[src/rtl/relay_pkg.sv]
// Shared relay link definitions: FSM state encodings, bit timing and start-bit polarity.
// RELAY_ENCODE_PARITY_EN adds the PARITY state encoding.
package relay_pkg;

    localparam int unsigned RELAY_BIT_CYCLES = 64;

    // Polarity of the frame start slot, shared with the relay decoder.
    localparam logic RELAY_START_BIT = 1'b1;

    typedef enum logic [2:0] {
        ST_IDLE   = 3'd0,
        ST_START  = 3'd1,
        ST_DATA   = 3'd2,
`ifdef RELAY_ENCODE_PARITY_EN
        ST_PARITY = 3'd3,
`endif
        ST_GUARD  = 3'd4
    } relay_state_t;

endpackage

[src/rtl/relay_bit_timer.sv]
// Bit-slot timer for the relay encoder: counts 0..BIT_CYCLES-1 and strobes slot_end
// on the last clock of each slot.
module relay_bit_timer
    import relay_pkg::*;
#(
    parameter int unsigned BIT_CYCLES = RELAY_BIT_CYCLES
) (
    input  logic clk,
    input  logic reset,
    input  logic clear,
    input  logic enable,
    output logic slot_end
);

    localparam int unsigned CNT_W = $clog2(BIT_CYCLES);
    localparam logic [CNT_W-1:0] CNT_LAST = CNT_W'(BIT_CYCLES - 1);

    logic [CNT_W-1:0] bit_cnt;

    assign slot_end = enable && (bit_cnt == CNT_LAST);

    // Held at zero while idle so the first slot after a load is full length.
    always_ff @(posedge clk or posedge reset) begin
        if (reset) begin
            bit_cnt <= '0;
        end else if (clear || !enable || slot_end) begin
            bit_cnt <= '0;
        end else begin
            bit_cnt <= bit_cnt + 1'b1;
        end
    end

endmodule

[src/rtl/relay_encode.sv]
// Relay link serial transmitter: start slot, data slots, optional parity slot, guard time.
// Define RELAY_ENCODE_PARITY_EN to insert an even-parity slot after the data bits.
module relay_encode
    import relay_pkg::*;
#(
    parameter int unsigned BIT_CYCLES = RELAY_BIT_CYCLES,
    parameter int unsigned DATA_BITS  = 8,
    parameter int unsigned GUARD_BITS = 1
) (
    input  logic                 clk,
    input  logic                 reset,
    input  logic                 mode,
    input  logic [DATA_BITS-1:0] tx_data,
    input  logic                 tx_valid,
    output logic                 tx_ready,
    output logic                 data_out,
    output logic                 busy,
    output logic                 frame_done
);

    localparam int unsigned IDX_W  = (DATA_BITS  > 1) ? $clog2(DATA_BITS)  : 1;
    localparam int unsigned GIDX_W = (GUARD_BITS > 1) ? $clog2(GUARD_BITS) : 1;
    localparam logic [IDX_W-1:0]  IDX_LAST  = IDX_W'(DATA_BITS - 1);
    localparam logic [GIDX_W-1:0] GIDX_LAST = GIDX_W'(GUARD_BITS - 1);

    relay_state_t state, state_next;

    logic [DATA_BITS-1:0] hold_data;
    logic                 hold_mode;
    logic                 hold_full;
    logic [DATA_BITS-1:0] shift, shift_next;
    logic                 cur_mode, mode_next;
    logic [IDX_W-1:0]     bit_idx, bit_idx_next;
    logic [GIDX_W-1:0]    guard_idx, guard_idx_next;
    logic                 load;
    logic                 accept;
    logic                 slot_end;
    logic                 data_out_next;
`ifdef RELAY_ENCODE_PARITY_EN
    logic                 par_bit, par_next;
`endif

    assign tx_ready   = !hold_full;
    assign accept     = tx_valid && !hold_full;
    assign busy       = (state != ST_IDLE);
    assign frame_done = (state == ST_GUARD) && slot_end && (guard_idx == GIDX_LAST);

    relay_bit_timer #(
        .BIT_CYCLES(BIT_CYCLES)
    ) u_timer (
        .clk     (clk),
        .reset   (reset),
        .clear   (load),
        .enable  (state != ST_IDLE),
        .slot_end(slot_end)
    );

    // accept needs hold_full=0 and load needs hold_full=1, so they never collide.
    always_ff @(posedge clk or posedge reset) begin
        if (reset) begin
            hold_full <= 1'b0;
            hold_data <= '0;
            hold_mode <= 1'b0;
        end else if (accept) begin
            hold_full <= 1'b1;
            hold_data <= tx_data;
            hold_mode <= mode;
        end else if (load) begin
            hold_full <= 1'b0;
        end
    end

    always_ff @(posedge clk or posedge reset) begin
        if (reset) begin
            state     <= ST_IDLE;
            shift     <= '0;
            cur_mode  <= 1'b0;
            bit_idx   <= '0;
            guard_idx <= '0;
            data_out  <= 1'b0;
`ifdef RELAY_ENCODE_PARITY_EN
            par_bit   <= 1'b0;
`endif
        end else begin
            state     <= state_next;
            shift     <= shift_next;
            cur_mode  <= mode_next;
            bit_idx   <= bit_idx_next;
            guard_idx <= guard_idx_next;
            data_out  <= data_out_next;
`ifdef RELAY_ENCODE_PARITY_EN
            par_bit   <= par_next;
`endif
        end
    end

    always_comb begin
        state_next     = state;
        shift_next     = shift;
        mode_next      = cur_mode;
        bit_idx_next   = bit_idx;
        guard_idx_next = guard_idx;
        load           = 1'b0;
`ifdef RELAY_ENCODE_PARITY_EN
        par_next       = par_bit;
`endif

        unique case (state)
            ST_IDLE: begin
                if (hold_full) begin
                    load = 1'b1;
                end
            end
            ST_START: begin
                if (slot_end) begin
                    state_next = ST_DATA;
                end
            end
            ST_DATA: begin
                if (slot_end) begin
                    if (bit_idx == IDX_LAST) begin
                        guard_idx_next = '0;
`ifdef RELAY_ENCODE_PARITY_EN
                        state_next = ST_PARITY;
`else
                        state_next = ST_GUARD;
`endif
                    end else begin
                        bit_idx_next = bit_idx + 1'b1;
                        shift_next   = cur_mode ? (shift >> 1) : (shift << 1);
                    end
                end
            end
`ifdef RELAY_ENCODE_PARITY_EN
            ST_PARITY: begin
                if (slot_end) begin
                    state_next = ST_GUARD;
                end
            end
`endif
            ST_GUARD: begin
                if (slot_end) begin
                    if (guard_idx == GIDX_LAST) begin
                        if (hold_full) begin
                            load = 1'b1;
                        end else begin
                            state_next = ST_IDLE;
                        end
                    end else begin
                        guard_idx_next = guard_idx + 1'b1;
                    end
                end
            end
            default: state_next = ST_IDLE;
        endcase

        // A load from IDLE or from the last guard clock both start a fresh frame.
        if (load) begin
            state_next     = ST_START;
            shift_next     = hold_data;
            mode_next      = hold_mode;
            bit_idx_next   = '0;
            guard_idx_next = '0;
`ifdef RELAY_ENCODE_PARITY_EN
            par_next       = ^hold_data;
`endif
        end
    end

    // The line is registered from next-state values so it lines up with the state it describes.
    always_comb begin
        data_out_next = 1'b0;
        unique case (state_next)
            ST_START:  data_out_next = RELAY_START_BIT;
            ST_DATA:   data_out_next = mode_next ? shift_next[0] : shift_next[DATA_BITS-1];
`ifdef RELAY_ENCODE_PARITY_EN
            ST_PARITY: data_out_next = par_next;
`endif
            default:   data_out_next = 1'b0;
        endcase
    end

endmodule

[config.mk]
export PLATFORM = sky130hd
export DESIGN_NAME = relay_encode
export DESIGN_NICKNAME = d
export VERILOG_FILES = /design/src/rtl/relay_pkg.sv /design/src/rtl/relay_bit_timer.sv /design/src/rtl/relay_encode.sv
export SDC_FILE = /design/constraint.sdc
export NUM_CORES = 1
export LEC_CHECK = 0
export CAP_MARGIN = 40
export CORE_MARGIN = 5
export CORE_UTILIZATION = 35
export DETAILED_ROUTE_END_ITERATION = 12
export GPL_TIMING_DRIVEN = 0
export PLACE_DENSITY_LB_ADDON = 0.12
export SLEW_MARGIN = 10
export SYNTH_ARGS = -nofsm -noshare
export SYNTH_HDL_FRONTEND = slang
export SYNTH_SLANG_ARGS = --single-unit
[constraint.sdc]
create_clock -name clk -period 5 [get_ports clk]
set_clock_uncertainty 0.15 [all_clocks]
set_input_delay 1 -clock clk [delete_from_list [all_inputs] [get_ports clk]]
set_output_delay 1 -clock clk [all_outputs]
set_load 0.02 [all_outputs]
# Yosys cells after proc, flatten, opt, wreduce, memory -nomap -nowiden
# Index checks and enable logic that the tools add are counted.
# Widths: inputs -> output; s select.
word_totals:
  inputBits: 12
  reg_bits: 33
  out_inout_bits: 4
  elab_cells: 75
classes:
  reduce_logical: 16
  eq_ne: 11
  n_bitwise: 1
  mux: 33
  n_addsub: 3
ops:
  columns: ["operator", "count"]
  rows:
  - ["$mux 8", 5]
  - ["$mux 3", 11]
  - ["$mux 1", 12]
  - ["$pmux 3 s4", 1]
  - ["$ne 3x2->1 const B", 3]
  - ["$add 6x1->6 const B", 1]
  - ["$eq 3x1->1 const B", 2]
  - ["$eq 3x2->1 const B", 2]
  - ["$eq 3x3->1 const B", 2]
  - ["$eq 6x6->1 const B", 1]
  - ["$mux 6", 1]
  - ["$pmux 1 s2", 3]
  - ["$reduce_bool 2->1", 3]
  - ["$reduce_bool 3->1", 2]
  - ["$logic_and 1x1->1", 4]
  - ["$reduce_and 4->1", 1]
  - ["$add 3x1->3 const B", 1]
  - ["$logic_not 3->1", 1]
  - ["$reduce_and 3->1", 1]
  - ["$logic_not 1->1", 2]
  - ["$logic_or 1x1->1", 2]
  - ["$ne 2x1->1 const B", 1]
  - ["$add 1x1->1 const B", 1]
  - ["$not 1->1", 1]

# Longest topological paths before layout
logic_depth:
  word_depth: 7
  mapped_depth: 8
  ltp_nobuf: 7

# Hierarchy
# Synthesis repeated with hierarchy kept, for this count alone.
hier_totals:
  cells_unflattened: 128
  hier_area_um2: 1510.2
modules_own_cells:
  columns: ["mod", "cells_per_inst", "instances", "area_each_um2"]
  rows:
  - ["relay_encode", 100, 1, 1222.4]
  - ["relay_bit_timer", 28, 1, 287.8]

# Least setup slack after synthesis
# Ideal clock, no wire load.
synth_path:
  path_type: "register -> output"
  start: "reg u_timer.bit_cnt[0]"
  end: "out frame_done"
  stages_incl_launch_ff: 6
  arrival_ns: 1.339
  slack_ns: 2.511
  cell_sequence: "dfrtp_1 ha_1 and4_4 and2_1 buf_6 and3_1"
synth_between:
  elab_chain_cells: 4
synth_rtl:
  columns: ["item", "line", "source"]
  rows:
  - ["from (decl)", "relay_bit_timer.sv:18", "logic [CNT_W-1:0] bit_cnt;"]
  - ["from (signal assigned)", "relay_bit_timer.sv:29", "bit_cnt <= bit_cnt + 1'b1;"]
  - ["$eq 6x6->1", "relay_bit_timer.sv:20", "assign slot_end = enable && (bit_cnt == CNT_LAST);"]
  - ["$logic_and 1x1->1", "relay_bit_timer.sv:20", null]
  - ["$logic_and 1x1->1 (2 in series)", "relay_encode.sv:46", "assign frame_done = (state == ST_GUARD) && slot_end && (guard_idx == GIDX_LAST);"]
  - ["to (decl)", "relay_encode.sv:18", "output logic frame_done"]
# Every way passes these cells.

# Worst setup path after layout
# Same ends and word-level chain as after synthesis.

==> flow_summary.yaml <==
grt:
  gr-total-overflow: 0
  grt_max_degree: 19
  track_usage: 0.114
  grt_pass1_wl_um: 5580
  antenna_found_initial: 0
  first_global_vias: 1185
yosys:
  synth_seq_area_share: 0.494
  synth-async-reset-ratio: 1.00
  yosysWarnings: 0
  synth_seq_cells: 32
  synthDistinctLibCells: 37
  synth_edf_count: 0
  syn_nets: 169
  synth_top_area_cell: "dfrtp_1"
  yosysMostFrequentCell: "dfrtp_1"
  synth_area_sq_um: 1620
  ys_top_cells_by_area: "dfrtp_1 49%, mux2_2 5.6%, mux2i_1 4.9%"
  avgSynthCellArea_sq_um: 10.5
  synth_top_area_share: 0.494
  yosys_most_used_dff: "dfrtp_1"
  synth_common_cells: "32 x dfrtp_1, 16 x nor2_1, 15 x nand2_1"
  synthCells: 154
detailed_routing:
  drt-total-wl_um: 3160
  drt_first_pass_iters: 4
  vias: 1150
  avgViaCountPerCell: 5.00
  ant_nets: 0
  wl_per_cell_um: 13.7
  drc: 0
  drtIter0Drc: 46
clock_network:
  cts_hold_buf: 0
  clockBufferDepth: 2
  cts.repair.resized: 0
  ctsHtreeMaxLevel: 2
  post_cts_buffers: 0
  clkTransAtPathRegs_ns: 0.07
  worstSkewPairLatency_ns: 0.29
  numClockSinks: 32
  cts_root_buf: "clkbuf_8"
  cts_tree: "built"
  cts_buffers: 5
layout:
  diodes: 0
  drive_above_1_share: 0.157
  area_growth_pct: 20.7
  num-nets-final: 192
  design_area_sq_um: 1960
  fillerInstances: 428
sta:
  worstMarginPinSlew_ns: 0.673
  slew_viol_final: 0
  rsz0062_at_grt: "no"
  setup_violations: 0
  clock.fmax_mhz: 296
  period_share: 0.676
  setup_tns_ns: 0
  min_period_ns: 3.38
  slew_headroom: 0.551
  setup_ws_ns: 1.62
  hold_violations: 0
placed_design:
  port_buffers: 15
  gp_congestion: 0.718
  placed_area_sq_um: 1860
  hpwl_um: 2370
  preCtsSetupSlack_ns: 1.93
setup_path:
  cp_slowest_stage_delay_ns: 0.60
  critPathKind: "reg2out"
  cp_slowest_cell: "clkdlybuf4s50_1"
  startpoint_type: "flop"
  reg2reg_to: "data_out"
  r2r-start: "bit_idx[0]"
  worstSetupEndpoint: "frame_done"
  critPathArrivalTime_ns: 2.23
  worst_setup_path_end_kind: "output pin"
  critPathMaxFanout: 8
  reg2reg_depth: 7
  cp_cell_sequence: "ha_1, and4_4, and2_1, buf_6, and3_1, clkdlybuf4s50_1"
  critical_path_required_ns: 3.85
  crit_start: "u_timer.bit_cnt[0]"
  rrSetupSlack_ns: 2.63
pwr:
  p_seq_frac: 0.480
  powerDensity_nw_per_um2: 470
  comb_power_share: 0.297
  sw_frac_of_total: 0.341
  p_int_mw: 0.606
  pwr-share-clk: 0.224
  vdd_drop_max_mv: 0.253
  leakage_nw: 0.827
  switchingPower_mw: 0.314
floorplanning:
  floorplan.rows: 24
  die_h_um: 78.1
  die_x_um: 78.1
  boundaryPins: 16
  dieArea_sq_um: 6090
  initial_utilization: 0.367
  core_sq_um: 4410
flow_run:
  timing.max_cap.violations: 0
worst_hold_path:
  hp-class: "reg2reg"
outcome:
  outcome: "finished clean"
worst max-delay path: cells and delay by family, from the launching register on:
family	cells	cell delay (ns)
DFF	1	0.38
adders and majority gates	1	0.22
and+or+nand+nor	3	0.59
buffers and inverters	2	0.74
flip-flops by register name, summed over array words and instances (netlist names):
signal and cells:
bit_idx 3, cur_mode 1, data_out 1, hold_data 8
hold_full 1, hold_mode 1, shift 8, state 3
u_timer.bit_cnt 6
area by class of cell:
cell class / count / area, sq um / share of cell area
multi-input combinational: 106 / 737 / 0.377
clock inverter: 3 / 23.8 / 0.0121
inverter: 8 / 30.0 / 0.0153
timing repair buffer: 16 / 178 / 0.0908
tap: 52 / 65.1 / 0.0332
sequential: 32 / 801 / 0.409
buffer: 8 / 53.8 / 0.0275
clock buffer: 5 / 68.8 / 0.0352
routing by layer:
layer / wire, um / GRT usage / up-vias
li1: - / - / 572
met5: 0 / 0 / -
met2: 1480 / 0.185 / 24
met4: 50 / 0.0355 / 0
met3: 129 / 0.0355 / 7
met1: 1490 / 0.144 / 547
logic make-up after synthesis:
kind of cell / Yosys count / synth area share
xor+xnor: 5 / 0.0270
flops: 32 / 0.494
mux: 16 / 0.105
fa+ha+maj: 3 / 0.0232
buf+inv: 16 / 0.0517
simple gates: 54 / 0.184
compound gates: 28 / 0.115
how the worst min path moves through the flow:
stage / from / end / slack [ns] / depth (start not counted)
after floorplan: u_timer.bit_cnt[0] / u_timer.bit_cnt[0] / 0.28 / 1
after global placement: u_timer.bit_cnt[0] / u_timer.bit_cnt[0] / 0.30 / 1
after detailed placement: u_timer.bit_cnt[0] / u_timer.bit_cnt[0] / 0.32 / 1
after CTS: u_timer.bit_cnt[0] / u_timer.bit_cnt[0] / 0.33 / 1
after global routing: u_timer.bit_cnt[0] / u_timer.bit_cnt[0] / 0.34 / 1
final: u_timer.bit_cnt[0] / u_timer.bit_cnt[0] / 0.33 / 1
metrics by stage:
| step | instances | power, mW | utilization | hold slack (ns) |
|---|---|---|---|---|
| finish | 230 | 0.920 | 0.443 | 0.326 |
| global route | 230 | 0.992 | 0.443 | 0.344 |
| CTS | 230 | 0.934 | 0.443 | 0.329 |
| detailed placement | 222 | 0.722 | 0.422 | 0.318 |
| global placement | 221 | 0.705 | 0.416 | 0.304 |
| floorplan | 154 | 0.642 | - | 0.281 |
power by group through the flow:
stage	Clock (mW)	Combinational [mW]	Sequential, mW
after floorplan	0	0.218	0.424
after global placement	0	0.263	0.442
after detailed placement	0	0.274	0.447
after CTS	0.214	0.278	0.442
after global routing	0.222	0.316	0.455
final	0.206	0.273	0.441
cells in the final DEF (no fill, tap or decap), drive strengths merged, types with 2 or more instances in the layout:
cell           synthesis  routed
dfrtp                 32      32
nor2                  17      17
nand2                 15      15
clkdlybuf4s50          0      15
a21oi                 10      10
o21ai                 10      10
mux2                   8       8
mux2i                  8       8
inv                    8       8
clkbuf                 2       7
buf                    6       7
nand3                  5       5
xor2                   3       3
nand2b                 3       3
and3                   3       3
ha                     3       3
nor2b                  2       2
a32oi                  2       2
xnor2                  2       2
clkinvlp               0       2
and4                   2       2
nor4b                  2       2
Note: power is estimated with default switching activity, not from simulation.
